<file path="src/rtl/snn_pkg.sv">
// rtl/snn_pkg.sv - shared state type and latency constant for the spike count classifier
// Purpose: common definitions imported by spike_count_classifier and max2_tracker.
// Contents: cls_state_t (IDLE/SCAN/DRAIN/DONE), classifier_latency(), CLASSIFIER_LATENCY.
package snn_pkg;

   typedef enum logic [1:0] {
      ST_IDLE  = 2'd0,
      ST_SCAN  = 2'd1,
      ST_DRAIN = 2'd2,
      ST_DONE  = 2'd3
   } cls_state_t;

   localparam int DEFAULT_NUM_OUTPUTS = 10;

   // One cycle per address, one for the RAM read stage, one for the drain compare.
   function automatic int classifier_latency(input int num_outputs);
      return num_outputs + 2;
   endfunction

   localparam int CLASSIFIER_LATENCY = classifier_latency(DEFAULT_NUM_OUTPUTS);

endpackage

</file>
<file path="src/rtl/max2_tracker.sv">
// rtl/max2_tracker.sv - running largest / second-largest tracker with lowest-index tie resolution
// Purpose: folds one count word per update into max, second, index-of-max and tie flag.
// Ports: clk, rst (sync, active high), clear (zero all state), update (fold data in),
//        data/data_idx (word and its index), max_val, second_val, max_idx, tie.
module max2_tracker
   import snn_pkg::*;
#(
   parameter int COUNT_WIDTH = 32,
   parameter int IDX_WIDTH   = 4
) (
   input  logic                   clk,
   input  logic                   rst,
   input  logic                   clear,
   input  logic                   update,
   input  logic [COUNT_WIDTH-1:0] data,
   input  logic [IDX_WIDTH-1:0]   data_idx,
   output logic [COUNT_WIDTH-1:0] max_val,
   output logic [COUNT_WIDTH-1:0] second_val,
   output logic [IDX_WIDTH-1:0]   max_idx,
   output logic                   tie
);

   always_ff @(posedge clk) begin
      if (rst || clear) begin
         max_val    <= '0;
         second_val <= '0;
         max_idx    <= '0;
         tie        <= 1'b0;
      end else if (update) begin
         if (data_idx == '0) begin
            // First word seeds the running max; there is no second yet.
            max_val    <= data;
            max_idx    <= '0;
            second_val <= '0;
            tie        <= 1'b0;
         end else if (data > max_val) begin
            second_val <= max_val;
            max_val    <= data;
            max_idx    <= data_idx;
            tie        <= 1'b0;
         end else if (data == max_val) begin
            // Equal to max: keep the earlier (lower) index, record the duplicate.
            second_val <= data;
            tie        <= 1'b1;
         end else if (data > second_val) begin
            second_val <= data;
         end
      end
   end

endmodule

</file>
<file path="src/rtl/spike_count_classifier.sv">
// rtl/spike_count_classifier.sv - scans output spike counts and reports the winning class
// Purpose: reads NUM_OUTPUTS count words from a 1-cycle-latency RAM and reports argmax,
//          max, second-largest, margin and tie, holding results between scans.
// Ports: clk, rst (sync, active high), start; cnt_rd_en/cnt_rd_addr/cnt_rd_data (count RAM);
//        busy, done, class_idx, max_count, second_count, margin, tie, result_valid.
module spike_count_classifier
   import snn_pkg::*;
#(
   parameter int NUM_OUTPUTS = 10,
   parameter int COUNT_WIDTH = 32,
   parameter int IDX_WIDTH   = 4
) (
   input  logic                   clk,
   input  logic                   rst,
   input  logic                   start,
   output logic                   cnt_rd_en,
   output logic [IDX_WIDTH-1:0]   cnt_rd_addr,
   input  logic [COUNT_WIDTH-1:0] cnt_rd_data,
   output logic                   busy,
   output logic                   done,
   output logic [IDX_WIDTH-1:0]   class_idx,
   output logic [COUNT_WIDTH-1:0] max_count,
   output logic [COUNT_WIDTH-1:0] second_count,
   output logic [COUNT_WIDTH-1:0] margin,
   output logic                   tie,
   output logic                   result_valid
);

   localparam logic [IDX_WIDTH-1:0] LAST_ADDR = IDX_WIDTH'(NUM_OUTPUTS - 1);

   cls_state_t state, state_nxt;
   logic                   accept;
   logic [IDX_WIDTH-1:0]   addr;
   logic                   rd_pend;    // cnt_rd_data carries a requested word this cycle
   logic [IDX_WIDTH-1:0]   pend_idx;   // index of that word
   logic [COUNT_WIDTH-1:0] trk_max, trk_second;
   logic [IDX_WIDTH-1:0]   trk_idx;
   logic                   trk_tie;
   logic [COUNT_WIDTH-1:0] res_max, res_second;
   logic [IDX_WIDTH-1:0]   res_idx;
   logic                   res_tie;

   always_ff @(posedge clk) begin
      if (rst) state <= ST_IDLE;
      else     state <= state_nxt;
   end

   always_comb begin
      state_nxt = state;
      accept    = 1'b0;
      cnt_rd_en = 1'b0;
      busy      = 1'b0;
      done      = 1'b0;
      case (state)
         ST_IDLE: begin
            if (start) begin
               accept    = 1'b1;
               state_nxt = ST_SCAN;
            end
         end
         ST_SCAN: begin
            cnt_rd_en = 1'b1;
            busy      = 1'b1;
            if (addr == LAST_ADDR) state_nxt = ST_DRAIN;
         end
         ST_DRAIN: begin
            busy      = 1'b1;
            state_nxt = ST_DONE;
         end
         ST_DONE: begin
            busy      = 1'b1;
            done      = 1'b1;
            state_nxt = ST_IDLE;
         end
         default: state_nxt = ST_IDLE;
      endcase
   end

   always_ff @(posedge clk) begin
      if (rst) begin
         addr         <= '0;
         rd_pend      <= 1'b0;
         pend_idx     <= '0;
         result_valid <= 1'b0;
         res_max      <= '0;
         res_second   <= '0;
         res_idx      <= '0;
         res_tie      <= 1'b0;
      end else begin
         rd_pend  <= cnt_rd_en;
         pend_idx <= addr;
         if (accept) begin
            addr         <= '0;
            result_valid <= 1'b0;
         end else if (state == ST_SCAN) begin
            addr <= (addr == LAST_ADDR) ? '0 : addr + 1'b1;
         end
         if (state == ST_DRAIN) result_valid <= 1'b1;
         // Tracker is cleared by the next start, so keep a copy for the idle period.
         if (done) begin
            res_max    <= trk_max;
            res_second <= trk_second;
            res_idx    <= trk_idx;
            res_tie    <= trk_tie;
         end
      end
   end

   max2_tracker #(
      .COUNT_WIDTH(COUNT_WIDTH),
      .IDX_WIDTH  (IDX_WIDTH)
   ) u_tracker (
      .clk       (clk),
      .rst       (rst),
      .clear     (accept),
      .update    (rd_pend),
      .data      (cnt_rd_data),
      .data_idx  (pend_idx),
      .max_val   (trk_max),
      .second_val(trk_second),
      .max_idx   (trk_idx),
      .tie       (trk_tie)
   );

   assign cnt_rd_addr = addr;

   // During DONE the tracker already holds the final values; afterwards the copy does.
   assign class_idx    = done ? trk_idx    : res_idx;
   assign max_count    = done ? trk_max    : res_max;
   assign second_count = done ? trk_second : res_second;
   assign tie          = done ? trk_tie    : res_tie;
   assign margin       = max_count - second_count;

endmodule

</file>
<file path="config.mk">
export PLATFORM = sky130hd
export DESIGN_NAME = spike_count_classifier
export DESIGN_NICKNAME = d
export VERILOG_FILES = /design/src/rtl/snn_pkg.sv /design/src/rtl/max2_tracker.sv /design/src/rtl/spike_count_classifier.sv
export SDC_FILE = /design/constraint.sdc
export NUM_CORES = 1
export LEC_CHECK = 0
export CAP_MARGIN = 20
export CELL_PAD_IN_SITES_DETAIL_PLACEMENT = 0
export CELL_PAD_IN_SITES_GLOBAL_PLACEMENT = 1
export CORE_ASPECT_RATIO = 0.75
export CORE_MARGIN = 1
export CORE_UTILIZATION = 41
export DETAILED_ROUTE_END_ITERATION = 16
export PLACE_DENSITY_LB_ADDON = 0.3
export SLEW_MARGIN = 0
export SYNTH_ARGS = -nofsm -noshare
export SYNTH_HDL_FRONTEND = slang
export SYNTH_SLANG_ARGS = --single-unit
</file>
<file path="constraint.sdc">
create_clock -name clk -period 5.6 [get_ports clk]
set_clock_uncertainty 0.15 [all_clocks]
set_input_delay 0.56 -clock clk [delete_from_list [all_inputs] [get_ports clk]]
set_output_delay 0.56 -clock clk [all_outputs]
set_load 0.02 [all_outputs]
</file>
==> impl_results.md, run 1 <==
* Status: completed
* Area Growth Syn to Fin at 26.8%
* Initial antenna violation count at 0
* DIE AREA at ~23000 um^2
* Seq cells post-synth at 150
* Layout Nets at approximately 1300
* Final Hold Viols at 0
* Critical Path Max Stage Delay at between 0.6 and 0.7 ns
* Reg2Reg Launch Point: u_tracker.max_val[9]
* # diodes at 0
* Fillers at 2091
* First-pass GRT wire length at 41400 um
* DRC Markers at 0
* CTS tree: done
* RR Endpoint: u_tracker.second_val[13]
* Setup Crit Path Kind: reg2out
* Setup crit start: state[1]
* CP arrival at 4.66 ns
* Final global-route overflow total at 0
* Fraction of layout cells with a size suffix above 1 at about 8.6%
* PwrDens at 298 nW/um^2
* # setup viols final at 0
* Vias/cell at 5.25
* Largest net degree at the start of global routing at between 70 and 80
* Fin area at 11700 um^2
* IO buf count at 143
* Post-synth EDFFs at 0
* Syn Inst Count at 1048
* Synth Area in Compound Gates at 14.1%
* Post-DP HPWL at 18400 um
* Max Clock Freq at 186 MHz
* CTS H-tree depth at 4
* Pleak at about 0.0049 uW
* Simple-Gate Fraction of Synth Area at between 10% and 20%
* Async SR Flop Fraction at 0%
* R2R Setup Slk at 2.14 ns
* Sequential-to-total area share from yosys stat at 32.5%
* Post-Synth Adder-Cell Area at 13.7%
* # clock sinks at 150
* Die outline height at ~130 um
* Wire per inst at ~17 um
* Final min period at 5.37 ns
* ANT nets after route at 0
* Worst endpoint required time at 4.89 ns
* Worst setup EP type: primary output
* HP Class: reg2reg
* Crit path max fanout at 11
* Initial DRC count at 415
* Detailed Route WL at 25400 um
* Clk_lat worst skew at approximately 0.43 ns
* Share of Yosys cell area claimed by the top area cell type at 32.5%
* Final slew viol count at 0
* CP max stage cell: clkdlybuf4s50_1
* Most common flop cell mapped by yosys: dfxtp_1
* Core area at approximately 22000 um^2
* TritonRoute pass-1 iters at 7
* Largest cells by area after synthesis: dfxtp_1 32%, ha_1 14%, mux2i_1 11%, inv_1 4.4%, mux2_2 4.3%
* Yosys warnings at 0
* RSZ-0062 raised after global routing: false
* Setup crit start kind: flop
* Routability cong. at 0.927
* Cells along the critical path: ha_4 -> buf_4 -> mux2_2 -> ha_1 -> a21oi_1 -> nand2_1 -> o21ai_1 -> a21oi_1 -> o31ai_1 -> o21ai_1 -> or2_2 -> xor2_1 -> clkdlybuf4s50_1
* DR vias at 7810
* Syn Std Cell Area at 9250 um^2
* Post-synthesis mux area share at between 15 and 20%
* Min-delay src: result_valid
* Total CTS buffers at 17
* Max VDD drop at 0.201 mV
* Final TNS setup at 0 ns
* Worst-margin pin slew at 1.07 ns
* Xor/xnor share of the synthesized area at 2.65%
* Post-place instance area at 11000 um^2
* Post-route clock period utilization at between 90% and 100%
* Initial core utilization at between 40% and 50%
* R2R depth at 10
* Die Wd at 175 um
* Final hold slack at roughly 0.31 ns
* Gr usage total at 22.7%
* Largest family of logic cells by synthesized area: multiplexers
* Yosys top cell by area: dfxtp_1
* Worst Setup EP: margin[28]
* MaxCap Viol Count at 0
* Synth Area per Inst at 8.82 um^2
* Rows at between 40 and 50
* Worst-case clock buffer depth at 2
* Root buffer cell: clkbuf_16
* Ports at 144
* Vias in the first global route at 7617
* Slew Limit Headroom at approximately 28%
* Syn nets at 1184
* Synth unique cells at 59
* Clock slew at reported path FFs at about 0.070 ns
cell usage after synthesis (3+ instances only):
cell and instances:
o221ai_1 3, a21oi_1 46, nor2b_1 49, buf_6 4, or3_1 7, nand2b_1 8
mux2_2 35, nor2_1 66, o32ai_1 31, a31oi_1 3, nand4_1 16, xnor2_1 20
o21a_1 9, o31a_1 4, and3_1 3, o21ai_0 24, buf_2 7, ha_1 100
mux2i_1 103, clkbuf_1 31, nand3_1 11, nor4_1 3, inv_1 108, buf_1 5
o211ai_1 3, or2_2 3, xor2_1 8, nor3_1 12, nand2_1 97, dfxtp_1 150
a21o_1 40, and4_1 3
logic make-up after synthesis:
kind of cell / Yosys count
muxes: 138
AOI/OAI and AO/OA: 188
and+or+nand+nor: 287
DFF: 150
buffers and inverters: 156
xor gates and xnor gates: 28
adders and majority gates: 101
layout make-up:
cell class	instances	area (um^2)	share of cell area, %
Timing Repair Buffer	161	1620	13.8
Inverter	108	405	3.46
Clock inverter	13	171	1.46
Multi-Input combinational cell	742	5700	48.7
Clock buffer	19	453	3.86
Sequential cell	150	3000	25.6
Tap cell	294	368	3.14
worst min-delay path by stage:
stage / end / slack, ns / cells after the start
after CTS: u_tracker.max_idx[3] / 0.32 / 2
after global placement: result_valid / 0.29 / 2
after detailed placement: result_valid / 0.30 / 2
final: result_valid / 0.31 / 2
after global routing: u_tracker.max_idx[3] / 0.34 / 2
after floorplan: u_tracker.max_idx[0] / 0.28 / 2
state kept, by name, summed over array words and instances, names as in the netlist:
| signal | flops |
|---|---|
| u_tracker.max_val | 32 |
| result_valid | 1 |
| cnt_rd_addr | 4 |
| rd_pend | 1 |
| res_max | 32 |
| u_tracker.max_idx | 4 |
| u_tracker.second_val | 32 |
| res_tie | 1 |
| pend_idx | 4 |
| u_tracker.tie | 1 |
| res_idx | 4 |
| state | 2 |
| res_second | 32 |
through the flow:
| stage | total power [uW] | setup slack [ns] | cells | utilization, % |
|---|---|---|---|---|
| floorplan | 1870 | 0.208 | 1048 | - |
| global placement | 2260 | 0.307 | 1450 | 49.7 |
| detailed placement | 2260 | 0.267 | 1450 | 49.7 |
| CTS | 3500 | 0.0234 | 1486 | 52.8 |
| global route | 3660 | 0.0158 | 1487 | 53.0 |
| finish | 3490 | 0.233 | 1487 | 53.0 |
routing by layer:
layer	vias to the layer above	share of wire, %	GRT usage [%]
met5	-	0	0
met4	0	1.1	5.41
met3	17	5.5	4.56
met2	174	40	32.6
met1	3700	53	34.3
li1	3919	-	-
placed cells by master, fill, tap and decap left out, types with 21 or more instances in the layout:
master           instances
dfxtp_1                150
clkdlybuf4s50_1        140
inv_1                  108
mux2i_1                103
ha_1                    99
nand2_1                 97
nor2_1                  66
nor2b_1                 49
a21oi_1                 44
a21o_1                  40
mux2_2                  35
o32ai_1                 31
o21ai_0                 21
critical path, delay by kind of cell, from the launching register on:
kind | cells | cell delay, ns
xor+xnor | 1 | 0.12
flops | 1 | 0.43
fa+ha+maj | 2 | 0.59
mux | 1 | 0.39
compound gates | 5 | 1.37
simple gates | 2 | 0.46
buf+inv | 2 | 0.86
power by group:
group	total (uW)	internal [uW]	switching, uW
Clock	1220	731	490
Combinational	1100	484	620
Sequential	1170	1110	54.8
what timing repair did:
action / 4_1_cts / 5_1_grt
buffers inserted: 4 / 0
hold buffers: 0 / 0
endpoints found under the hold margin: 0 / 0
resized for setup: 4 / 8
setup endpoints to repair: 6 / 5
pin swaps: 1 / 0
(Power assumes the default switching activity.)
==> run 2: changes to the inputs <==
Settings changed: SKIP_LAST_GASP set to 1.
==> run 2 against run 1 <==
Net effect:
- non-clock buffer count unchanged
- critical path depth did not move
- clock-buffer cell count stayed put
- final cell count did not move
- hold slack is essentially flat
- largest cell class unchanged
==> impl_results.md, run 2 (synthesized netlist as in run 1, its figures left out) <==
* Fraction of layout cells with a size suffix above 1 at 8.55% (-0.084 points)
* Initial core utilization at 41.8% (unchanged)
* Clk_lat worst skew at 0.43 ns (about the same)
* Footprint of the multi-input gates at 5700 um^2 (-0.13%)
* Core area at 22100 um^2 (unchanged)
* Post-place instance area at 11000 um^2 (unchanged)
* Power share of the clock group at 35.0% (about the same)
* Clock slew at reported path FFs at 0.07 ns (about the same)
* Sw frac at 33.3% (-0.047 points)
* HP Class: reg2reg
* Final slew viol count at 0 (unchanged)
* Final min period at 5.42 ns (+0.0532 ns)
* Commonest non-fill, non-tap cell in the layout: dfxtp_1
* DR vias at 7814 (+0.051%)
* Pleak at 0.00491 uW (+0.11%)
* Die outline height at 132 um (unchanged)
* R2R depth at 10 (unchanged)
* First-pass GRT wire length at 41400 um (about the same)
* MaxCap Viol Count at 0 (unchanged)
* Min-delay src: result_valid
* Largest net degree at the start of global routing at 79 (unchanged)
* # setup viols final at 0 (unchanged)
* Total CTS buffers at 17 (unchanged)
* Status: completed
* R2R Setup Slk at 2.14 ns (about the same)
* IO buf count at 143 (unchanged)
* Root buffer cell: clkbuf_16
* Routability cong. at 0.927 (unchanged)
* GR Util met2 at 32.6% (unchanged)
* Sequential fraction of design power at 33.4% (about the same)
* Final global-route overflow total at 0 (unchanged)
* Met3 global-route usage at 4.56% (unchanged)
* RR Endpoint: u_tracker.second_val[13]
* Die Wd at 175 um (unchanged)
* # diodes at 0 (unchanged)
* CTS tree: done
* Gr usage total at 22.7% (about the same)
* TritonRoute pass-1 iters at 6 (-1)
* DIE AREA at 23200 um^2 (unchanged)
* Worst-margin pin slew at 1.07 ns (-0.0000444 ns)
* Area Growth Syn to Fin at 26.7% (about the same)
* Met1 usage at 34.3% (about the same)
* Reg2Reg Launch Point: u_tracker.max_val[9]
* PwrDens at 298 nW/um^2 (about the same)
* Post-route insts no fill at 1487 (unchanged)
* Worst Hold Path EP: result_valid
* Vias/cell at 5.25 (about the same)
* Worst setup EP type: primary output
* Ports at 144 (unchanged)
* Internal at 2330 uW (about the same)
* Initial DRC count at 403 (-2.9%)
* CP arrival at 4.71 ns (+0.05 ns)
* Final TNS setup at 0 ns (unchanged)
* Rows at 47 (unchanged)
* RSZ-0062 raised after global routing: true
* Wire per inst at 17.2 um (+0.26%)
* Detailed Route WL at 25500 um (+0.26%)
* Post-placement cell count at 1450 (unchanged)
* Final hold slack at 0.309 ns (+0.000277 ns)
* Crit path max fanout at 11 (unchanged)
* Fin area at 11700 um^2 (about the same)
* Final Hold Viols at 0 (unchanged)
* Storage cell area at 3000 um^2 (unchanged)
* Max Clock Freq at 185 MHz (-0.98%)
* Worst endpoint required time at 4.89 ns (about the same)
* Max VDD drop at 0.201 mV (-0.11%)
* # clock sinks at 150 (unchanged)
* Setup crit start kind: flop
* ANT nets after route at 0 (unchanged)
* Worst Hold Path Cells at 2 (unchanged)
* Worst-case clock buffer depth at 2 (unchanged)
* Vias in the first global route at 7618 (+0.013%)
* GR peak layer: met1
* Most frequent cells in the layout: 150 x dfxtp_1, 140 x clkdlybuf4s50_1, 108 x inv_1, 103 x mux2i_1, 99 x ha_1
* Setup Crit Path Kind: reg2out
* Fillers at 2090 (-0.048%)
* Total power at 3490 uW (about the same)
* Post-route clock period utilization at 96.8% (+0.95 points)
* Sw power at 1160 uW (-0.17%)
* Logic gate share of total power at 31.6% (about the same)
* DRC Markers at 0 (unchanged)
* Layout Nets at 1316 (unchanged)
* Initial antenna violation count at 0 (unchanged)
* Post-DP HPWL at 18400 um (unchanged)
* CTS H-tree depth at 4 (unchanged)
* Slew Limit Headroom at 28.3% (about the same)
## run 2: cell types whose count changed in the layout (fill, tap and decap cells not counted), sizes merged
cell,delta
dlygate4sd2,-1
dlymetal6s2s,+1
## run 2: final cells by class
type	instances	area share [%]
Timing Repair Buffer	161	13.8
Tap cell	294	3.14
Clock inverter	13	1.46
Clock buffer	19	3.87
Sequential cell	150	25.6
Inverter	108	3.46
Multi-Input combinational cell	742	48.6
## run 2: through the flow
stage | util (%) | setup WS, ns
after floorplan | - | 0.208
after global placement | 49.7 | 0.307
after detailed placement | 49.7 | 0.267
after CTS | 52.8 | -0.00655
after global routing | 53.0 | -0.0488
final | 53.0 | 0.180
## run 2: what timing repair did
action | 4_1_cts | 5_1_grt
hold buffers | 0 | 0
buffers inserted | 4 | 0
gates resized for setup | 3 | 8
setup endpoints to repair | 6 | 6
pin swaps | 1 | 0
## run 2: worst max path at each step
stage              from          to  slack [ns]
2_1_floorplan  state[0]  margin[29]        0.21
3_3_place_gp   state[0]  margin[29]        0.31
3_5_place_dp   state[1]  margin[31]        0.27
4_1_cts        state[1]  margin[31]      -0.007
5_1_grt        state[1]  margin[30]       -0.05
6_report       state[1]  margin[30]        0.18
## run 2: routing by layer
| metal | share of wire (%) | vias to the layer above |
|---|---|---|
| met2 | 40 | 171 |
| met1 | 53 | 3705 |
| met3 | 5.3 | 19 |
| met5 | 0 | - |
| met4 | 1.1 | 0 |
| li1 | - | 3919 |
## run 2: power groups by stage
stage / sequential [uW] / clock (uW) / combinational, uW
2_1_floorplan: 1170 / 0 / 699
3_3_place_gp: 1190 / 0 / 1070
3_5_place_dp: 1190 / 0 / 1070
4_1_cts: 1170 / 1240 / 1090
5_1_grt: 1170 / 1300 / 1190
6_report: 1170 / 1220 / 1100
## run 2: worst max-delay path: stages (launching register included)
cell	delay, ns
dfxtp_1	0.43
ha_4	0.24
buf_4	0.25
mux2_2	0.39
ha_1	0.35
a21oi_1	0.31
nand2_1	0.14
o21ai_1	0.32
a21oi_1	0.18
o31ai_1	0.36
o21ai_1	0.20
o41ai_1	0.34
xnor2_1	0.16
clkdlybuf4s50_1	0.62
==> RTL edit 1 (flow settings as in run 2) <==
Re-encode `cls_state_t` (4 states) as Gray code, 2 bits wide.
--- a/src/rtl/snn_pkg.sv
+++ b/src/rtl/snn_pkg.sv
@@ -6,6 +6,6 @@
    typedef enum logic [1:0] {
-      ST_IDLE  = 2'd0,
-      ST_SCAN  = 2'd1,
-      ST_DRAIN = 2'd2,
-      ST_DONE  = 2'd3
+      ST_IDLE  = 2'b00,
+      ST_SCAN  = 2'b01,
+      ST_DRAIN = 2'b11,
+      ST_DONE  = 2'b10
    } cls_state_t;
Behaviour: same outputs for any inputs over 10 cycles, from zero or initial values and one cycle with rst high; not proved beyond that.
==> RTL edit 1 against run 2 <==
Routed wire length increased by 3.0%; setup slack improved by 0.029 ns; first-iteration DRC count increased by 30%; global-route usage decreased by 0.15 points; cell count increased by 5.2%; cell area about the same; sequential cell count unchanged; via count increased by 4.7%; synthesized area increased by 1.0%.
Power is not compared: it rests on default switching activity, and its combinational part moved more than twofold at a synthesized area within 25%.
==> RTL edit 1: results (changes against run 2) <==
metric;value;unit;change
status;completed;;unchanged
routedWlPerCell;16.8;µm;was 17.2 µm
syn_avg_cell_area;8.29;µm²;was 8.82 µm²
finalNonFillerCells;1565;;was 1487
grt_pass1_wl;41000;µm;was 41400 µm
synth_xor_area_share;2.63;%;was 2.65%
nets;1389;;was 1316
drive_above_1_share;8.65;%;was 8.55%
synthDistinctLibCells;57;;was 59
synth_area_leaders;dfxtp_1, ha_1, mux2i_1, nand2_1, o32ai_2;;was dfxtp_1, ha_1, mux2i_1, inv_1, mux2_2
place_inst;1529;;was 1450
place_ws;0.330;ns;was 0.267 ns
cp_slowest_cell;clkdlybuf4s50_1;;unchanged
grt_usage;22.5;%;was 22.7%
syn-num-nets;1258;;was 1184
tightestPinTransition;1.15;ns;was 1.07 ns
synthMuxAreaShare;6.97;%;was 15.4%
seq_area_frac_synth;32.2;%;was 32.5%
synth_fa_ha_area_share;12.9;%;was 13.7%
postPlaceCellArea;11100;µm²;was 11000 µm²
viasPerCell;5.23;;was 5.25
critPathMaxFanout;8;;was 11
crit_arrival;4.68;ns;was 4.71 ns
drt_iter0_drc;522;;was 403
first_global_vias;7687;;was 7618
max_stage_delay;0.62;ns;about the same
grt_max_degree;80;;was 79
synth_top_cells_by_count;dfxtp_1, nand2_1, inv_1;;was dfxtp_1, inv_1, mux2i_1
synth-compound-area-share;19.9;%;was 14.1%
fin_area;11700;µm²;about the same
hpwl;19000;µm;was 18400 µm
antennaDiodeCount;0;;unchanged
first_pass_iters;5;;was 6
gp_congestion;0.851;;was 0.927
numCtsBuffers;17;;unchanged
-- RTL edit 1: changes by cell type in the layout (fill, tap and decap cells not counted), sizes merged, moves of 5 or more --
cell   delta
o21ai    +35
nand2    +42
mux2     -35
ha        -5
a21oi    +32
nor2     +37
buf       +5
mux2i    -38
-- RTL edit 1: power by group through the flow --
stage	Combinational, W	Sequential (W)	Clock (W)
2_1_floorplan	0.000162	0.00111	0
3_3_place_gp	0.000243	0.00111	0
3_5_place_dp	0.000246	0.00111	0
4_1_cts	0.000248	0.00108	0.00116
5_1_grt	0.000270	0.00109	0.00121
6_report	0.000247	0.00108	0.00114
-- RTL edit 1: layer usage --
layer	track usage, %	vias to the layer above	part of all wire [%]
li1	-	4134	-
met1	32.7	3838	51
met2	33.4	183	42
met3	5.06	24	5.0
met4	5.75	0	1.2
met5	0	-	0
-- RTL edit 1: what timing repair did --
item,4_1_cts,5_1_grt
gates resized for setup,2,10
setup buffers,0,3
hold buffers,0,0
gates cloned,0,1
endpoints found under the setup margin,2,7
-- RTL edit 1: kinds of logic after synthesis --
family	after synthesis
xor gates and xnor gates	28
DFF	150
adders and majority gates	96
buffers and inverters	166
muxes	65
AOI/OAI and AO/OA	253
and+or+nand+nor	369
-- RTL edit 1: area by class of cell --
type                            instances  area [µm²]
Clock buffer                           19         443
Clock inverter                         13         133
Tap cell                              294         368
Sequential cell                       150        3010
Inverter                              111         417
Multi-Input combinational cell        812        5730
Timing Repair Buffer                  166        1620
Fill cell                            2143       10500
-- RTL edit 1: final timing paths --
path	startpoint	endpoint	slack [ns]
hold reg to reg	u_tracker.max_idx[2]	u_tracker.max_idx[2]	0.30
hold / removal	u_tracker.max_idx[2]	u_tracker.max_idx[2]	0.30
setup / recovery	state[0]	margin[31]	0.21
setup reg to reg	u_tracker.max_val[19]	u_tracker.second_val[1]	1.94
==> RTL edit 2 (settings of run 2) <==
Made on the original files. `IDX_WIDTH` is set to 4 in 2 places; all go to 3.
--- a/src/rtl/max2_tracker.sv
+++ b/src/rtl/max2_tracker.sv
@@ -8,3 +8,3 @@
    parameter int COUNT_WIDTH = 32,
-   parameter int IDX_WIDTH   = 4
+   parameter int IDX_WIDTH   = 3
 ) (
--- a/src/rtl/spike_count_classifier.sv
+++ b/src/rtl/spike_count_classifier.sv
@@ -10,3 +10,3 @@
    parameter int COUNT_WIDTH = 32,
-   parameter int IDX_WIDTH   = 4
+   parameter int IDX_WIDTH   = 3
 ) (
Ports: changed (resized class_idx and cnt_rd_addr); port bits go from 144 to 142. The function was not compared with the original's and may differ.
==> RTL edit 2 against run 2 <==
Die area about the same; maximum frequency grew 0.56%; sequential power down 4%; highest routed layer unchanged; routed wire length down 3.3%; total power fell by 6.2%; setup slack improved by 0.030 ns; synthesized area hardly changed; register-to-register slack got worse by 0.24 ns; largest cell class unchanged; critical endpoint is now margin[31]; sequential cell count fell by 4; cell area decreased by 0.87%.
==> RTL edit 2: results (changes against run 2) <==
metric;value;unit;change
status;completed;;unchanged
routedWlPerCell;17.2;µm;about the same
critPathMaxFanout;10;;was 11
wl_met3;1240;µm;was 1360 µm
fin_area;11600;µm²;was 11700 µm²
grtUsageMet1;32.2;%;was 34.3%
synth_area_leaders;dfxtp_1, ha_1, mux2i_1, inv_1, mux2_2;;unchanged
place_inst;1396;;was 1450
worst-r2r-setup-slack;1.90;ns;was 2.14 ns
nets;1267;;was 1316
max-vdd-ir-drop;0.160;mV;was 0.201 mV
tightestPinTransition;0.845;ns;was 1.07 ns
grt_usage;21.4;%;was 22.7%
num_vias;7705;;was 7814
syn_avg_cell_area;9.30;µm²;was 8.82 µm²
power_leakage;4.87;nW;was 4.91 nW
crit_arrival;4.68;ns;was 4.71 ns
worstRegToRegCells;11;;was 10
hp-class;flip-flop to flip-flop;;unchanged
grtUsageMet3;4.73;%;was 4.56%
first_global_vias;7150;;was 7618
synth_top_cells_by_count;dfxtp_1, inv_1, ha_1;;was dfxtp_1, inv_1, mux2i_1
r2r-end;u_tracker.second_val[22];;was u_tracker.second_val[13]
grt_pass1_wl;39200;µm;was 41400 µm
clkbuf_count;20;;was 19
seqCellArea;2920;µm²;was 3000 µm²
buffer_area_share;14.0;%;was 13.8%
place_ws;0.559;ns;was 0.267 ns
multi_input_area;5720;µm²;was 5700 µm²
wl;24700;µm;was 25500 µm
buffers;165;;was 161
root_buffer;clkbuf_16;;unchanged
met2_usage;30.9;%;was 32.6%
met2_length;10200;µm;about the same
reg2reg_from;u_tracker.max_val[1];;was u_tracker.max_val[9]
postPlaceCellArea;11000;µm²;about the same
clock-sinks;146;;was 150
fin_hold_ws;0.323;ns;was 0.309 ns
syn-num-nets;1131;;was 1184
drive_above_1_share;11.9;%;was 8.55%
grt_max_degree;77;;was 79
seq_area_frac_synth;31.6;%;was 32.5%
synthDistinctLibCells;64;;was 59
clk_share;4.72;%;was 5.33%
n_all_inverters;114;;was 108
io_buffers;141;;was 143
first_pass_iters;4;;was 6
ctsResizeCount;0;;was 3
nMultiInputCombCells;687;;was 742
hold_end;result_valid;;unchanged
[RTL edit 2: cells by family after synthesis]
logic type	count (synthesis)	synth area share (%)
fa+ha+maj	101	13.7
xor+xnor	26	2.46
flops	146	31.6
compound gates	237	19.7
buf+inv	162	7.03
simple gates	221	13.9
mux	102	11.5
[RTL edit 2: worst max-delay path by stage]
stage | from | end | slack, ns | cells after the start
detailed placement | state[0] | margin[30] | 0.56 | 13
finish | state[1] | margin[31] | 0.21 | 14
CTS | state[0] | margin[30] | 0.09 | 13
global route | state[1] | margin[31] | -0.003 | 14
floorplan | state[0] | margin[31] | 0.35 | 16
global placement | state[0] | margin[30] | 0.64 | 12
[RTL edit 2: power breakdown]
part / total (W) / internal, W / switching (W)
sequential: 0.00112 / 0.00108 / 0.0000420
combinational: 0.00109 / 0.000459 / 0.000629
clock: 0.00106 / 0.000586 / 0.000476
